`src/rtl/biriscv_divider_pkg.sv`:
```
// Shared RV32M decode constants and divider state encoding.
package biriscv_divider_pkg;

    localparam logic [6:0] RV32M_FUNCT7 = 7'b0000001;
    localparam logic [6:0] RV32M_OPCODE = 7'b0110011;

    localparam logic [2:0] FUNCT3_MUL    = 3'b000;
    localparam logic [2:0] FUNCT3_MULH   = 3'b001;
    localparam logic [2:0] FUNCT3_MULHSU = 3'b010;
    localparam logic [2:0] FUNCT3_MULHU  = 3'b011;
    localparam logic [2:0] FUNCT3_DIV    = 3'b100;
    localparam logic [2:0] FUNCT3_DIVU   = 3'b101;
    localparam logic [2:0] FUNCT3_REM    = 3'b110;
    localparam logic [2:0] FUNCT3_REMU   = 3'b111;

    typedef enum logic [1:0] {
        ST_IDLE = 2'd0,
        ST_BUSY = 2'd1,
        ST_DONE = 2'd2
    } div_state_e;

    function automatic logic [31:0] neg_if(input logic [31:0] value, input logic do_neg);
        return do_neg ? (~value + 32'd1) : value;
    endfunction

endpackage

```
`src/rtl/biriscv_div_step.sv`:
```
// One restoring-division iteration: shift in the next dividend bit, trial-subtract the divisor.
module biriscv_div_step
    import biriscv_divider_pkg::*;
#(
    parameter int XLEN = 32
) (
    input  logic [XLEN-1:0] rem_i,
    input  logic [XLEN-1:0] dvd_i,
    input  logic [XLEN-1:0] divisor_i,
    output logic [XLEN-1:0] rem_o,
    output logic [XLEN-1:0] dvd_o,
    output logic            qbit_o
);

    // The partial remainder can briefly exceed XLEN bits after the shift.
    logic [XLEN:0] shifted;

    assign shifted = {rem_i, dvd_i[XLEN-1]};
    assign qbit_o  = (shifted >= {1'b0, divisor_i});
    assign rem_o   = qbit_o ? (shifted[XLEN-1:0] - divisor_i) : shifted[XLEN-1:0];
    assign dvd_o   = {dvd_i[XLEN-2:0], 1'b0};

endmodule

```
`src/rtl/biriscv_divider.sv`:
```
// Iterative radix-2 restoring divider for RV32M DIV/DIVU/REM/REMU with busy/writeback handshake.
module biriscv_divider
    import biriscv_divider_pkg::*;
#(
    parameter int XLEN         = 32,
    parameter int FAST_SPECIAL = 1
) (
    input  logic            clk_i,
    input  logic            rst_i,
    input  logic            opcode_valid_i,
    input  logic [31:0]     opcode_opcode_i,
    input  logic [XLEN-1:0] opcode_ra_operand_i,
    input  logic [XLEN-1:0] opcode_rb_operand_i,
    input  logic            flush_i,
    output logic            busy_o,
    output logic            writeback_valid_o,
    output logic [XLEN-1:0] writeback_value_o
);

    div_state_e      state_q;
    logic            busy_q;
    logic            wb_valid_q;
    logic [XLEN-1:0] wb_value_q;
    logic [XLEN-1:0] rem_q;
    logic [XLEN-1:0] dvd_q;
    logic [XLEN-1:0] divisor_q;
    logic [XLEN-1:0] special_val_q;
    logic [5:0]      cnt_q;
    logic            want_rem_q;
    logic            q_neg_q;
    logic            r_neg_q;
    logic            special_q;

    logic [2:0]      funct3;
    logic            is_div_op;
    logic            accept;
    logic            is_signed;
    logic            want_rem;
    logic [XLEN-1:0] abs_a;
    logic [XLEN-1:0] abs_b;
    logic            div_by_zero;
    logic            overflow;
    logic [XLEN-1:0] special_val;
    logic [XLEN-1:0] wb_value_d;
    logic            unused_opcode_bits;

    logic [XLEN-1:0] step_rem_in;
    logic [XLEN-1:0] step_dvd_in;
    logic [XLEN-1:0] step_div_in;
    logic [XLEN-1:0] step_rem;
    logic [XLEN-1:0] step_dvd;
    logic            step_qbit;

    assign funct3    = opcode_opcode_i[14:12];
    assign is_div_op = (opcode_opcode_i[6:0] == RV32M_OPCODE) &&
                       (opcode_opcode_i[31:25] == RV32M_FUNCT7) && funct3[2];
    assign accept    = opcode_valid_i && is_div_op && !flush_i && !busy_q && (state_q == ST_IDLE);
    assign unused_opcode_bits = ^{opcode_opcode_i[24:15], opcode_opcode_i[11:7]};

    assign is_signed   = ~funct3[0];
    assign want_rem    = funct3[1];
    assign abs_a       = neg_if(opcode_ra_operand_i, is_signed & opcode_ra_operand_i[XLEN-1]);
    assign abs_b       = neg_if(opcode_rb_operand_i, is_signed & opcode_rb_operand_i[XLEN-1]);
    assign div_by_zero = (opcode_rb_operand_i == '0);
    assign overflow    = is_signed && (opcode_ra_operand_i == 32'h8000_0000) &&
                         (opcode_rb_operand_i == 32'hFFFF_FFFF);
    assign special_val = div_by_zero ? (want_rem ? opcode_ra_operand_i : '1)
                                     : (want_rem ? '0 : 32'h8000_0000);

    // The first iteration runs on the accept edge straight from the operand ports.
    assign step_rem_in = (state_q == ST_IDLE) ? '0    : rem_q;
    assign step_dvd_in = (state_q == ST_IDLE) ? abs_a : dvd_q;
    assign step_div_in = (state_q == ST_IDLE) ? abs_b : divisor_q;

    biriscv_div_step #(.XLEN(XLEN)) u_step (
        .rem_i     (step_rem_in),
        .dvd_i     (step_dvd_in),
        .divisor_i (step_div_in),
        .rem_o     (step_rem),
        .dvd_o     (step_dvd),
        .qbit_o    (step_qbit)
    );

    assign wb_value_d = special_q  ? special_val_q :
                        want_rem_q ? neg_if(rem_q, r_neg_q) : neg_if(dvd_q, q_neg_q);

    always_ff @(posedge clk_i or negedge rst_i) begin
        if (!rst_i) begin
            state_q       <= ST_IDLE;
            busy_q        <= 1'b0;
            wb_valid_q    <= 1'b0;
            wb_value_q    <= '0;
            rem_q         <= '0;
            dvd_q         <= '0;
            divisor_q     <= '0;
            special_val_q <= '0;
            cnt_q         <= '0;
            want_rem_q    <= 1'b0;
            q_neg_q       <= 1'b0;
            r_neg_q       <= 1'b0;
            special_q     <= 1'b0;
        end else if (flush_i) begin
            state_q    <= ST_IDLE;
            busy_q     <= 1'b0;
            wb_valid_q <= 1'b0;
        end else begin
            case (state_q)
                ST_IDLE: begin
                    wb_valid_q <= 1'b0;
                    busy_q     <= accept;
                    if (accept) begin
                        rem_q         <= step_rem;
                        dvd_q         <= step_dvd | {{(XLEN-1){1'b0}}, step_qbit};
                        divisor_q     <= abs_b;
                        special_val_q <= special_val;
                        special_q     <= div_by_zero | overflow;
                        want_rem_q    <= want_rem;
                        q_neg_q       <= is_signed & (opcode_ra_operand_i[XLEN-1] ^ opcode_rb_operand_i[XLEN-1]);
                        r_neg_q       <= is_signed & opcode_ra_operand_i[XLEN-1];
                        cnt_q         <= 6'd30;
                        state_q       <= ((FAST_SPECIAL != 0) && (div_by_zero || overflow)) ? ST_DONE : ST_BUSY;
                    end
                end
                ST_BUSY: begin
                    rem_q <= step_rem;
                    dvd_q <= step_dvd | {{(XLEN-1){1'b0}}, step_qbit};
                    cnt_q <= cnt_q - 6'd1;
                    if (cnt_q == 6'd0) begin
                        state_q <= ST_DONE;
                    end
                end
                ST_DONE: begin
                    wb_valid_q <= 1'b1;
                    wb_value_q <= wb_value_d;
                    state_q    <= ST_IDLE;
                end
                default: state_q <= ST_IDLE;
            endcase
        end
    end

    assign busy_o            = busy_q;
    assign writeback_valid_o = wb_valid_q;
    assign writeback_value_o = wb_value_q;

endmodule

```
`config.mk`:
```
export PLATFORM = sky130hd
export DESIGN_NAME = biriscv_divider
export DESIGN_NICKNAME = d
export VERILOG_FILES = /design/src/rtl/biriscv_divider_pkg.sv /design/src/rtl/biriscv_div_step.sv /design/src/rtl/biriscv_divider.sv
export SDC_FILE = /design/constraint.sdc
export NUM_CORES = 1
export LEC_CHECK = 0
export BUFFER_PORTS_ARGS = -buffer_cell sky130_fd_sc_hd__buf_2
export CORE_MARGIN = 3
export CORE_UTILIZATION = 55
export CTS_BUF_LIST = sky130_fd_sc_hd__clkbuf_4 sky130_fd_sc_hd__clkbuf_8 sky130_fd_sc_hd__clkbuf_16
export CTS_CLUSTER_DIAMETER = 120
export DETAILED_ROUTE_END_ITERATION = 12
export PLACE_DENSITY_LB_ADDON = 0.3
export SLEW_MARGIN = 20
export SYNTH_ARGS = -nofsm -noshare
export SYNTH_HDL_FRONTEND = slang
export SYNTH_SLANG_ARGS = --single-unit
```
`constraint.sdc`:
```
create_clock -name clk_i -period 7.5 [get_ports clk_i]
set_input_delay 0 -clock clk_i [delete_from_list [all_inputs] [get_ports clk_i]]
set_output_delay 0 -clock clk_i [all_outputs]
set_load 0.005 [all_outputs]
```
==> Yosys cells after proc, flatten, opt, wreduce, memory -nomap -nowiden <==
Index checks and enable logic that the tools add are counted.
{ "classes": {"mux": 28, "order_cmp": 1, "bitwise_logic": 12, "reduce_logical": 21, "add_sub_neg": 6, "eq_ne": 9} }
{ "op_table": {"columns": ["op", "n"], "rows": [
  ["32-bit two-way mux", 15],
  ["32-bit by 1-bit adder with 32-bit output (second input constant)", 4],
  ["32-bit NOT", 4],
  ["32-bit case mux with 2 select lines", 2],
  ["32-bit == test (second input constant)", 2],
  ["33-bit by 32-bit >= comparator with 1-bit output", 1],
  ["32-bit zero test", 1],
  ["32-bit by 1-bit bitwise OR with 32-bit output", 1],
  ["32-bit subtractor", 1],
  ["6-bit case mux with 2 select lines", 1],
  ["1-bit logical AND", 8],
  ["2-bit two-way mux", 4],
  ["7-bit by 1-bit == test with 1-bit output (second input constant)", 1],
  ["7-bit by 6-bit == test with 1-bit output (second input constant)", 1],
  ["6-bit zero test", 1],
  ["6-bit two-way mux", 1],
  ["3-bit inequality test (second input constant)", 2],
  ["3-bit AND reduction", 2],
  ["6-bit by 1-bit subtractor with 6-bit output (second input constant)", 1],
  ["2-bit case mux with 2 select lines", 1],
  ["2-bit AND reduction", 2],
  ["2-bit nonzero test", 2],
  ["1-bit bitwise AND", 3],
  ["1-bit two-way mux", 3],
  ["other kinds (11)", 13]
]} }
{ "totals": {"word_cells": 90, "reg_bits": 174, "input_bits": 100, "output_inout_bits": 34} }

==> Logic depth before layout (Yosys ltp) <==
Gate-level depths: netlist of the first run.
{ "logic_depth": {"ltp_word": 10, "depth_mapped": 21} }

==> Modules after synthesis <==
Synthesis of the first run repeated with hierarchy kept, for this count alone.
{ "hier_totals": {"cells_unflattened": 1596, "area_unflattened_um2": 13461.7} }
{ "by_module_without_submodules": {"columns": ["mod", "seq_area_each_um2", "cells_per_inst", "instances", "area_each_um2"], "rows": [
  ["biriscv_divider", 4354.2, 1228, 1, 10729.0],
  ["biriscv_div_step", 0.0, 368, 1, 2732.6]
]} }

==> Worst setup path before layout of the first run <==
OpenSTA, ideal clock, no wires.
{ "synth_path": {"path_type": "in2reg", "from": "input opcode_rb_operand_i[1]", "to": "register rem_q[30]", "path_stages": 19, "t_arrival_ns": 3.817, "setup_time_ns": 0.142, "slack_ns": 3.541, "path_cell_list": "or4_1 -> or3b_1 -> nor3_1 -> and2_1 -> a21oi_1 -> xnor2_1 -> nor2_1 -> a21oi_1 -> ha_1 -> clkbuf_1 -> a21o_1 -> a21o_1 -> a31oi_1 -> o21ai_1 -> or3_1 -> buf_4 -> buf_6 -> nand2_1 -> o221ai_1"} }
{ "synth_between": {"elab_chain_cells": 8} }
{ "synth_rtl": {"columns": ["element", "line_no", "source"], "rows": [
  ["from (decl)", "biriscv_divider.sv:13", "input logic [XLEN-1:0] opcode_rb_operand_i,"],
  ["32-bit NOT", "biriscv_divider_pkg.sv:23", "return do_neg ? (~value + 32'd1) : value;"],
  ["32-bit by 1-bit adder with 32-bit output", "biriscv_divider_pkg.sv:23", null],
  ["32-bit two-way mux *", "biriscv_divider_pkg.sv:23", null],
  ["32-bit two-way mux *", "biriscv_divider.sv:73", "assign step_div_in = (state_q == ST_IDLE) ? abs_b : divisor_q;"],
  ["32-bit subtractor / 33-bit by 32-bit >= comparator with 1-bit output (equally long branches)", "biriscv_div_step.sv:20, biriscv_div_step.sv:19", null],
  ["32-bit two-way mux *", "biriscv_div_step.sv:20", "assign rem_o = qbit_o ? (shifted[XLEN-1:0] - divisor_i) : shifted[XLEN-1:0];"],
  ["32-bit two-way mux", "biriscv_divider.sv:111", "if (accept) begin"],
  ["32-bit case mux with 2 select lines *", "biriscv_divider.sv:107", "case (state_q)"],
  ["to (signal assigned)", "biriscv_divider.sv:112", "rem_q <= step_rem;"],
  ["to (signal assigned)", "biriscv_divider.sv:125", "rem_q <= step_rem;"],
  ["to (decl)", "biriscv_divider.sv:24", "logic [XLEN-1:0] rem_q;"]
]} }
Every way passes the cells marked *; elsewhere a longest branch is shown, timed or not. The select of a mux whose other input is x is not followed.
A chain may end at the register's enable or synchronous reset.

==> Worst setup path in the final report of the first run <==
{ "layout_path": {"from": "input opcode_rb_operand_i[6]", "to": "register rem_q[7]"} }
Same word-level chain as after synthesis.

==> run metrics, run 1 <==
status finished clean; Seq/Total Area, Yosys 34.5%; first-pass GRT wire length 60600 um; IO Pins 134; count leader, synth o21ai_0; worst setup margin 1940 ps; final period utilization about three quarters; Slew @ Worst Pin about 1100 ps; internal power 1530 uW; Reg2Reg Launch Point state_q[0]; Clock transition at path regs 80 ps; Port Buffers 118; mean area per synthesized cell 7.95 um2; CTS tree built; RR Endpoint rem_q[7]; CP top delay family simple AND/OR/NAND/NOR gates; commonest cells in the netlist o21ai_0, nand2_1, dfrtp_1, nor2_1, a21oi_1; Reg2Reg Depth 13; main flop type after synthesis dfrtp_1; syn nets 1729; yosys warns 0; clock skew between 15 and 20 ps; P_leak 0.00636 uW; crit path time final 5560 ps; fillers around 1.9k; clock network power share roughly two fifths; worst skew pair latency 450 ps; Resized cells post-CTS 0; share of the synthesized area in the top cell type 34.5%; Peak Freq approximately 0.18 GHz; pin count of the biggest net entering global routing around 110; Yosys reg bits between 150 and 200; synthesis-to-finish area growth 15.1%; first drt pass iteration count 5; row cnt between 50 and 60; clock sinks 174; routed wire length ~38000 um; core footprint approximately 0.022 mm2; register-to-register setup slack about 2400 ps; Post-route DRC 0; Total Neg Setup Slack 0 ps; Yosys top cell by area dfrtp_1; # diodes 0; Die H 158 um; Yosys cell types 66; Routed Antenna Nets 0; CP max stage delay a little under 900 ps; gr ovfl total 0; mapped cell area roughly 0.013 mm2; Worst Setup Start Kind input port; area occupied by multi-input gates 0.00781 mm2; initial antenna violation count 0; HP Class input port to register; buffer and inverter count on the worst path 2; root buf cell clkbuf_16; number of flops mapped to enable cells by yosys 0; post-CTS setup buffer count 0; CP required roughly 7800 ps; Post-DP HPWL between 20000 and 30000 um; Max-slew headroom between 20% and 30%; worst-path fanout max 19; Initial Util a little under three fifths; Max Cap Viol 0; number of global-route vias before repair 11.2k; Hold Path Depth 3; 1st-iter DRT viols between 1k and 1.5k; crit path from opcode_rb_operand_i[6]; full die area 0.0248 mm2; Final Slew Violations 0; ys async rst share 100%; routed via count 12.4k; Post-Place Worst Slack 2150 ps; RSZ-0062 raised after global routing no; clock buffer depth 2; DR WL/cell about 19 um; Nets around 1.8k; critical path class input port to register; Net Sw Power ~660 uW; Worst Hold Endpoint divisor_q[2]; Inserted Clock Buffers 17; Vias/cell just over 6; Flop pwr share between 40% and 50%; Total Routing Usage GR 30.9%; sw frac between 30% and 40%; htree depth 4; Max stage delay cell, worst path or3_1; share of layout cells above drive strength 1 between 10% and 20%; final setup violation count 0; Die Wd around 160 um; hold wc startpoint opcode_rb_operand_i[2]; Power Density ~150 mW/mm2; main area contributors after synthesis dfrtp_1, o21ai_0, a21oi_1; RePlAce Congestion 0.964; Max IR drop VDD roughly 0.12 mV; Worst setup EP type register; Syn Inst Count approximately 1.6k; register area ~0.0044 mm2; critical-path cell list dlygate4sd3_1, buf_2, nor4_1, or3b_1, nor3_1, and2_1, nor2_1, xnor2_1, nor2_1, a21oi_1, ha_1, nand4_1, nor4_1, a31oi_1, o21ai_1, or3_1, nor3_2, a221o_1; hold_buf cts 66; final hold vios 0; critical path arrival 5870 ps; Comb power frac 14.6%
[cells in the final DEF, fill, tap and decap left out, drive strengths merged, types with 4 or more instances in the layout]
master,n
a211oi,21
a21o,19
a21oi,159
a221o,7
a22oi,4
a31oi,22
and2,34
and3,13
buf,130
clkbuf,17
clkinv,7
dfrtp,174
dlygate4sd3,66
ha,39
inv,27
mux2i,27
nand2,188
nand2b,9
nand3,24
nand4,23
nor2,168
nor2b,6
nor3,30
nor4,17
o211ai,8
o21a,4
o21ai,199
o21bai,6
o31ai,28
o41ai,17
or2,6
or3,17
or4,14
xnor2,83
xor2,64
[through the flow]
stage               utilization (%)  power (uW)  cells  area [um2]  hold slack (ps)
finish                         65.6        2190   1992       14500             15.9
global route                   65.6        2260   1992       14500             32.6
detailed placement             59.9        1270   1894       13300              214
global placement               59.9        1260   1894       13300              207
floorplan                         -        1150   1589       12600             -296
CTS                            65.6        2190   1992       14500             2.01
[layer usage]
layer	global-route usage, %	share of wire [%]
met3	4.40	7.8
met5	0	0
met1	44.7	44
met4	10.9	3.2
met2	47.5	45
[worst max path at each step]
stage / end / slack, ps / depth (start not counted)
3_5_place_dp: rem_q[7] / 2150 / 17
6_report: rem_q[7] / 1940 / 18
3_3_place_gp: rem_q[30] / 2250 / 17
5_1_grt: rem_q[28] / 1390 / 20
4_1_cts: rem_q[7] / 2090 / 20
2_1_floorplan: rem_q[30] / 3540 / 19
[layout make-up]
cell class	count	share of cell area (%)
multi-input cells	1290	53.7
clock buffers	17	2.93
repair buffers	196	9.27
well taps	280	2.41
clock inverters	15	1.18
inverters	20	0.516
flip-flops and latches	174	30.0
[logic make-up after synthesis]
kind of cell / Yosys count / synth area share (%)
AO/OA/AOI/OAI: 510 / 23.8
XOR/XNOR: 147 / 10.2
adder cells (fa/ha/maj): 40 / 4.02
buffers and inverters: 125 / 3.88
flip-flops: 174 / 34.5
multiplexers: 30 / 2.41
AND/OR/NAND/NOR: 563 / 21.2
[power groups by stage]
| stage | Sequential, uW | Clock, uW | Combinational [uW] |
|---|---|---|---|
| 2_1_floorplan | 980 | 0 | 170 |
| 3_3_place_gp | 981 | 0 | 279 |
| 3_5_place_dp | 982 | 0 | 285 |
| 4_1_cts | 963 | 914 | 313 |
| 5_1_grt | 965 | 946 | 353 |
| 6_report | 963 | 903 | 319 |
[registers in the layout, indices dropped and copies added (netlist names), 2 cells and up]
signal and count:
cnt_q 6, divisor_q 32, dvd_q 32, rem_q 32, special_val_q 32, state_q 2
writeback_value_o 32
[worst reg2reg max path, stage by stage, from the launching register on]
cell and delay, ps:
dfrtp_1 470, or2_4 690, buf_4 460, nor2_1 110
a21oi_1 280, ha_1 350, a21o_1 210, or3_1 360
o211a_1 240, o21ai_2 210, a21oi_1 160, or3_1 820
nor3_2 480, a221o_1 220
Note: power is estimated with default switching activity, not from simulation.
==> inputs of run 2 (changes only) <==
==> constraint.sdc (replaced) <==
create_clock -name clk_i -period 5.05 [get_ports clk_i]
set_input_delay 0 -clock clk_i [delete_from_list [all_inputs] [get_ports clk_i]]
set_output_delay 0 -clock clk_i [all_outputs]
set_load 0.005 [all_outputs]
==> run 2 against run 1 <==
  * Clock-buffer cell count rose by 1
  * Largest power group unchanged
  * Clock power rose by 46%
  * Highest routed layer is now met5
  * Critical endpoint is now rem_q[16]
  * Worst hold slack got worse by 15 ps
  * Critical path type unchanged
==> run metrics, run 2 (same netlist as run 1, synthesis figures left out) <==
share of layout cells above drive strength 1 12.0% (+0.73 points); full die area 0.0248 mm2 (unchanged); CP max stage delay 590 ps (-300 ps); post-CTS setup buffer count 0 (unchanged); Die H 158 um (unchanged); row cnt 54 (unchanged); CP dominant cell by count a21oi_1; final period utilization a little over nine tenths; register-to-register setup slack 890 ps (-1480 ps); initial antenna violation count 1 (+1); core footprint 0.0222 mm2 (unchanged); 1st-iter DRT viols 1221 (-10%); crit path time final 4750 ps; Die Wd 158 um (unchanged); CP required 5360 ps (-2450 ps); most common cell after layout, fill and taps aside o21ai_0; fillers 1859 (-2.0%); critical path arrival 5060 ps (-810 ps); pin count of the biggest net entering global routing 68 (-40%); Peak Freq roughly 0.21 GHz; Max-slew headroom 30.3% (+2.7 points); Worst setup EP type register; clock skew 16.1 ps (-0.670 ps); synthesis-to-finish area growth 16.0%; RePlAce Congestion 1.00 (+3.9%); DR WL/cell 18.8 um (-1.7%); clock buffer depth 2 (unchanged); Power Density 220 mW/mm2 (+47%); Total Routing Usage GR 30.6% (-0.27 points); Post-DP HPWL 27400 um (+1.8%); number of global-route vias before repair 11.3k (+1.2%); Max IR drop VDD 0.212 mV (+76%); HP Class input port to register; Nets 1852 (+0.71%); Design Power 3230 uW (+48%); Max Cap Viol 0 (unchanged); Worst Setup Start Kind input port; area occupied by multi-input gates 0.00783 mm2 (+0.24%); gr ovfl total 0 (unchanged); Max stage delay cell, worst path or4_1; Post-route DRC 0 (unchanged); commonest non-fill, non-tap cells in the layout o21ai_0, nand2_1, dfrtp_1; Inserted Clock Buffers 17 (unchanged); IO Pins 134 (unchanged); routed wire length 37700 um (-1.1%); critical-path cell list dlygate4sd3_1, buf_2, or4_1, or3b_1, nor3_1, and2_1, a21oi_1, xnor2_1, nor2_1, a21oi_1, ha_1, nand3_1, nor4_1, a31oi_1, o21ai_1, or3_1, buf_4, mux2i_1, o21ai_0; Port Buffers 118 (unchanged); Clock transition at path regs 70 ps (about the same); clock sinks 174 (unchanged); htree depth 4 (unchanged); P_leak 0.00642 uW (+0.93%); RSZ-0062 raised after global routing no; root buf cell clkbuf_16; Final Slew Violations 0 (unchanged); Vias/cell 6.08 (-2.0%); Routed Antenna Nets 0 (unchanged); status finished clean; Initial Util 57.0% (unchanged); final hold vios 0 (unchanged); worst skew pair latency 450 ps (about the same); critical path class input port to register; Slew @ Worst Pin 1040 ps (-41.8 ps); Total Neg Setup Slack 0 ps (unchanged); worst-path fanout max 16 (-3); CTS tree built; final setup violation count 0 (unchanged); first-pass GRT wire length 60100 um (-0.74%); routed via count 12.2k (-1.4%); first drt pass iteration count 5 (unchanged); Hold Slack 0.850 ps (-15.1 ps); register area 0.00436 mm2 (unchanged); # diodes 0 (unchanged)
## run 2: what timing repair did
action                                  4_1_cts  5_1_grt
endpoints found under the setup margin        0       26
endpoints found under the hold margin       133        0
gates resized for setup                       0        3
hold buffers                                 68        0
## run 2: path summary, 6_finish.rpt
check / end / cells past startpoint / from
min in group asynchronous: dvd_q[31] / 2 / rst_i
min reg2reg: writeback_value_o[7] / 2 / writeback_value_o[7]
min: special_val_q[20] / 3 / opcode_ra_operand_i[20]
max: rem_q[16] / 19 / opcode_rb_operand_i[2]
max in group asynchronous: dvd_q[12] / 3 / rst_i
max reg2reg: rem_q[16] / 13 / state_q[0]
## run 2: final cells by class
class | count | share of cell area [%]
multi-input combinational | 1290 | 53.4
clock inverter | 14 | 1.02
timing repair buffer | 209 | 9.90
tap | 280 | 2.39
sequential | 174 | 29.7
inverter | 20 | 0.513
clock buffer | 18 | 3.00
## run 2: layer usage
metal / share of wire [%] / global-route usage (%) / routed length, um
met3: 7.8 / 4.89 / 2940
met1: 44 / 43.1 / 16500
met2: 46 / 48.2 / 17200
met4: 2.8 / 10.4 / 1040
met5: 0.032 / 0 / 12
## run 2: per-stage QoR
stage	utilization (%)	cells	area (um2)	setup slack, ps
3_5_place_dp	60.3	1905	13400	466
5_1_grt	66.1	2005	14600	2.49
2_1_floorplan	-	1589	12600	1090
3_3_place_gp	60.3	1905	13400	577
6_report	66.1	2005	14600	296
4_1_cts	66.0	2005	14600	380
## run 2: worst max-delay path: cells and delay by family
kind | cells | cell delay [ps]
buffers and inverters | 3 | 980
AND/OR/NAND/NOR | 8 | 2540
AO/OA/AOI/OAI | 5 | 680
multiplexers | 1 | 250
adder cells (fa/ha/maj) | 1 | 420
XOR/XNOR | 1 | 170
## run 2: where the power goes
part | internal, uW | total [uW] | leakage [uW] | switching [uW]
clock | 672 | 1320 | 0.000283 | 652
sequential | 1410 | 1430 | 0.00236 | 19.0
combinational | 196 | 474 | 0.00378 | 278
total | 2280 | 3230 | 0.00642 | 949
